===== src/rtl/status_reg_pkg.sv =====
// Shared definitions for the status register with interrupt.
//   rd_state_e : read handshake FSM states
//   MAX_WIDTH  : widest supported status vector
//   sticky_vec : MODE_MASK limited to the instantiated width
package status_reg_pkg;

  localparam int MAX_WIDTH = 32;

  typedef enum logic [1:0] {
    IDLE    = 2'd0,
    CAPTURE = 2'd1,
    ACK     = 2'd2,
    HOLD    = 2'd3
  } rd_state_e;

  // Bits at or above width are forced to 0, so an oversized MODE_MASK is harmless.
  function automatic logic [MAX_WIDTH-1:0] sticky_vec(input logic [MAX_WIDTH-1:0] mode_mask,
                                                      input int width);
    logic [MAX_WIDTH-1:0] v;
    v = '0;
    for (int i = 0; i < MAX_WIDTH; i++) begin
      if (i < width) v[i] = mode_mask[i];
    end
    return v;
  endfunction

endpackage


===== src/rtl/status_reg_bit.sv =====
// One status bit: transparent or sticky (latch-high, clear-on-read).
// Set always wins over clear.
// Optional macro STATUS_REG_IRQ_EDGE_EN: sticky bits set on the rising edge of
// status, and irq_src becomes a one-cycle pulse on each sticky set.
// Ports:
//   clock, reset_n : clock / async active-low reset
//   status         : raw status net
//   clr            : clear request (capture cycle); ignored by transparent bits
//   stat_q         : sampled / held status
//   irq_src        : contribution of this bit to the interrupt
module status_reg_bit #(
  parameter bit STICKY = 1'b0
) (
  input  logic clock,
  input  logic reset_n,
  input  logic status,
  input  logic clr,
  output logic stat_q,
  output logic irq_src
);

  logic set;

`ifdef STATUS_REG_IRQ_EDGE_EN
  logic status_d;
  logic set_q;

  assign set = status & ~status_d;

  always_ff @(posedge clock or negedge reset_n) begin
    if (!reset_n) begin
      status_d <= 1'b0;
      set_q    <= 1'b0;
    end else begin
      status_d <= status;
      set_q    <= STICKY & set;
    end
  end

  // Aligned with stat_q so irq keeps the same 2-cycle latency as level mode.
  assign irq_src = set_q;
`else
  assign set     = status;
  assign irq_src = stat_q;
`endif

  always_ff @(posedge clock or negedge reset_n) begin
    if (!reset_n) begin
      stat_q <= 1'b0;
    end else if (STICKY) begin
      stat_q <= set | (stat_q & ~clr);
    end else begin
      stat_q <= status;
    end
  end

endmodule


===== src/rtl/status_reg_irq.sv =====
// Parametrised status register with maskable interrupt and req/ack read.
// Optional macro STATUS_REG_IRQ_EDGE_EN: edge-set sticky bits, pulsed irq.
// Ports:
//   clock, reset_n       : clock / async active-low reset
//   status[WIDTH]        : status nets, synchronous to clock
//   rd_req / rd_ack      : level request / one-cycle ack pulse
//   rd_data[WIDTH]       : value captured by the last read
//   mask_wr, mask_data   : interrupt mask write strobe and value
//   int_mask[WIDTH]      : current interrupt mask
//   irq                  : registered OR of masked status
//
// Read FSM:
//   state   | meaning
//   IDLE    | waiting for rd_req
//   CAPTURE | rd_data <= stat_q, sticky bits cleared
//   ACK     | rd_ack high for this cycle
//   HOLD    | waiting for rd_req to drop; no re-capture
module status_reg_irq
  import status_reg_pkg::*;
#(
  parameter int                   WIDTH         = 8,
  parameter logic [MAX_WIDTH-1:0] MODE_MASK     = '0,
  parameter logic [MAX_WIDTH-1:0] INT_MASK_INIT = '0
) (
  input  logic             clock,
  input  logic             reset_n,
  input  logic [WIDTH-1:0] status,
  input  logic             rd_req,
  output logic             rd_ack,
  output logic [WIDTH-1:0] rd_data,
  input  logic             mask_wr,
  input  logic [WIDTH-1:0] mask_data,
  output logic [WIDTH-1:0] int_mask,
  output logic             irq
);

  localparam logic [MAX_WIDTH-1:0] STICKY_ALL = sticky_vec(MODE_MASK, WIDTH);
  localparam logic [WIDTH-1:0]     STICKY     = STICKY_ALL[WIDTH-1:0];
  localparam logic [WIDTH-1:0]     MASK_RST   = INT_MASK_INIT[WIDTH-1:0];

  rd_state_e        state;
  logic             capture;
  logic [WIDTH-1:0] stat_q;
  logic [WIDTH-1:0] irq_src;

  assign capture = (state == CAPTURE);

  for (genvar i = 0; i < WIDTH; i++) begin : g_bit
    status_reg_bit #(
      .STICKY(STICKY[i])
    ) u_bit (
      .clock   (clock),
      .reset_n (reset_n),
      .status  (status[i]),
      .clr     (capture),
      .stat_q  (stat_q[i]),
      .irq_src (irq_src[i])
    );
  end

  always_ff @(posedge clock or negedge reset_n) begin
    if (!reset_n) begin
      state   <= IDLE;
      rd_ack  <= 1'b0;
      rd_data <= '0;
    end else begin
      rd_ack <= 1'b0;
      case (state)
        IDLE: begin
          if (rd_req) state <= CAPTURE;
        end
        CAPTURE: begin
          rd_data <= stat_q;
          rd_ack  <= 1'b1;
          state   <= ACK;
        end
        ACK: begin
          state <= HOLD;
        end
        HOLD: begin
          if (!rd_req) state <= IDLE;
        end
        default: state <= IDLE;
      endcase
    end
  end

  always_ff @(posedge clock or negedge reset_n) begin
    if (!reset_n) begin
      int_mask <= MASK_RST;
      irq      <= 1'b0;
    end else begin
      if (mask_wr) int_mask <= mask_data;
      irq <= |(irq_src & int_mask);
    end
  end

endmodule


===== config.mk =====
export PLATFORM = sky130hd
export DESIGN_NAME = status_reg_irq
export DESIGN_NICKNAME = d
export VERILOG_FILES = /design/src/rtl/status_reg_pkg.sv /design/src/rtl/status_reg_bit.sv /design/src/rtl/status_reg_irq.sv
export SDC_FILE = /design/constraint.sdc
export NUM_CORES = 1
export LEC_CHECK = 0
export ABC_AREA = 1
export CAP_MARGIN = 40
export CORE_MARGIN = 5
export CORE_UTILIZATION = 39
export DETAILED_ROUTE_END_ITERATION = 7
export HOLD_SLACK_MARGIN = 0.02
export PLACE_DENSITY_LB_ADDON = 0.08
export SLEW_MARGIN = 15
export SYNTH_ARGS = -nofsm -noshare
export SYNTH_HDL_FRONTEND = slang
export SYNTH_SLANG_ARGS = --single-unit

===== constraint.sdc =====
create_clock -name clock -period 1.16 [get_ports clock]
set_clock_uncertainty 0.1 [all_clocks]
set_input_delay 0.174 -clock clock [delete_from_list [all_inputs] [get_ports clock]]
set_output_delay 0.174 -clock clock [all_outputs]
set_load 0.05 [all_outputs]

==> flow_summary.json <==
{
  "r2r_end": "state[0]$_DFFE_PN0P_",
  "drive_above_1_share_pct": 37.71,
  "port_buffers": 37,
  "vias_per_cell": 4.549,
  "critPathMaxFanout": 2,
  "drtIter0Drc": 26,
  "synth_nets": 141,
  "slowest_delay_ns": 0.45,
  "cp_slowest_cell": "dfrtp_1",
  "post-route-util_pct": 73.68,
  "grt_overflow": 0,
  "leakage_uw": 0.0009751,
  "num_antenna_cells": 0,
  "synth_warnings": 0,
  "synth-simple-area-share_pct": 14.59,
  "pin_count": 38,
  "ant_nets": 0,
  "numCtsBuffers": 3,
  "grt_first_pass_wirelength_um": 4215,
  "syn_to_final_growth_pct": 82.27,
  "drc": 0,
  "hp-class": "primary input to async pin",
  "root_buffer": "clkbuf_4",
  "cts_max_level": 1,
  "critical_path_required_ns": 0.89,
  "grt_util_all_layers_pct": 12.92,
  "startpoint_type": "flip-flop",
  "whs_ns": 0.07385,
  "rr_worst_depth": 6,
  "synth_top_family_by_area": "simple AND/OR/NAND/NOR gates",
  "slew_headroom_pct": 87.92,
  "coreArea_um2": 2758,
  "synth_compound_area_share_pct": 7.183,
  "outcome": "finished with violations",
  "setup.worst_path.end_class": "primary output",
  "grt_max_degree": 29,
  "synth_xor_area_share_pct": 0,
  "tightest_slew_ns": 0.1793,
  "max_freq_mhz": 814.3,
  "ys_types": 8,
  "cp_num_buf_inv": 1,
  "drv_slew": 0,
  "pre_cts_ws_ns": -0.03160,
  "initial_core_util_pct": 40.43,
  "clkLatencyLatePin_ns": 0.34,
  "setup_viol": 20,
  "netlist_area_um2": 1115,
  "path_delay_family": "flip-flops",
  "powerDensity_nw_per_um2": 2381,
  "setup_slack_ns": -0.06806,
  "syn_avg_cell_area_um2": 9.611,
  "rows": 19,
  "finalWirelength_um": 2576,
  "fill_cells": 200,
  "hold_viol_final": 0,
  "final_cell_mix": "nand2_1, dfrtp_1, inv_1, clkdlybuf4s50_1, buf_12",
  "crit_type": "flip-flop to primary output",
  "die_area_um2": 4028,
  "grt_pass1_vias": 956,
  "wl_per_cell_um": 12.50,
  "r2r_setup_slack_ns": -0.01,
  "finalNetCount": 201,
  "critPathLaunch": "int_mask[6]$_DFFE_PN0P_",
  "drt_pass1_iterations": 4,
  "clk_pin_slew_ns": 0.15,
  "violations": "negative setup slack",
  "die_w_um": 63.47,
  "syn_inst": 116,
  "cts_hold_buf": 0,
  "synth-seq-cells": 28,
  "hpwlAfterDp_um": 1770,
  "post-route-period-util_pct": 105.9,
  "die_h_um": 63.47,
  "cp_data_arrival_time_ns": 0.95,
  "drv_cap": 0,
  "final.min_clock_period_ns": 1.228,
  "gp_congestion": 0.7275,
  "ir_drop_mv": 2.028,
  "timing.rr.start": "state[0]$_DFFE_PN0P_",
  "antenna_found_initial": 0,
  "path_cells": "buf_12",
  "synthAdderAreaFrac_pct": 5.612,
  "tritoncts": "built",
  "vias": 937,
  "max-clock-path-buffers": 2,
  "synthMuxAreaShare_pct": 0,
  "clock_sinks": 28,
  "grt_setup_unrepaired": "true",
  "ys_seq_area_share_pct": 62.85
}
## cell type report
cell class                 instances  area, µm²  share of cell area, %
clock buffer                       3      22.52                  1.108
clock inverter                     1      30.03                  1.478
sequential                        28      701.9                  34.54
multi-input combinational         63      419.2                  20.63
timing repair buffer              57      728.2                  35.84
inverter                          23      91.34                  4.495
tap                               31      38.79                  1.909
## worst max path at each step
stage | endpoint | cells past startpoint
2_1_floorplan | rd_data[1]$_DFFE_PN0P_ | 4
3_3_place_gp | int_mask[5]$_DFFE_PN0P_ | 3
3_5_place_dp | rd_data[1]$_DFFE_PN0P_ | 3
4_1_cts | int_mask[2] | 1
5_1_grt | int_mask[7] | 1
6_report | int_mask[6] | 1
## power by group
part	total [µW]	internal, µW	switching, µW
sequential	1490	1210	272
combinational	2720	1350	1370
clock	637	350	287
total	4840	2910	1930
## metrics by stage
stage	std cells	area [µm²]	total power, µW	TNS (ns)
after floorplan	116	1117	2466	0
after global placement	186	1727	3482	0
after global routing	206	2032	5108	-2.032
final	206	2032	4838	-0.8845
after CTS	200	1871	4339	-1.154
after detailed placement	186	1727	3543	-0.1417
## synth_stat cells, drive strengths merged
library cell	instances	area, µm²
buf	2	22.52
nand2	36	135.1
nand3	4	20.02
dfrtp	28	700.7
o21ai	16	80.08
inv	23	86.33
nor2	2	7.510
ha	5	62.56
## cells by family after synthesis
family / Yosys count
AND/OR/NAND/NOR: 42
buffers and inverters: 25
flip-flops: 28
adder cells (fa/ha/maj): 5
AO/OA/AOI/OAI: 16
## registers in the layout, summed over array words and instances, names as in the netlist
name / cells
g_bit.u_bit.irq_src: 8
state: 2
rd_data: 8
int_mask: 8
irq: 1
rd_ack: 1
## routing by layer
| metal | GRT usage (%) | vias to the layer above | part of all wire, % |
|---|---|---|---|
| li1 | - | 466 | - |
| met1 | 16.86 | 438 | 40 |
| met2 | 20.56 | 29 | 50 |
| met3 | 3.908 | 4 | 6.9 |
| met4 | 3.896 | 0 | 2.3 |
| met5 | 0 | - | 0 |
## timing repair
| action | CTS | global route |
|---|---|---|
| endpoints found under the hold margin | 0 | 0 |
| pin swaps | 1 | 7 |
| gates resized for setup | 5 | 40 |
| setup endpoints to repair | 28 | 25 |
| buffers inserted | 10 | 6 |
(Power assumes the default switching activity.)
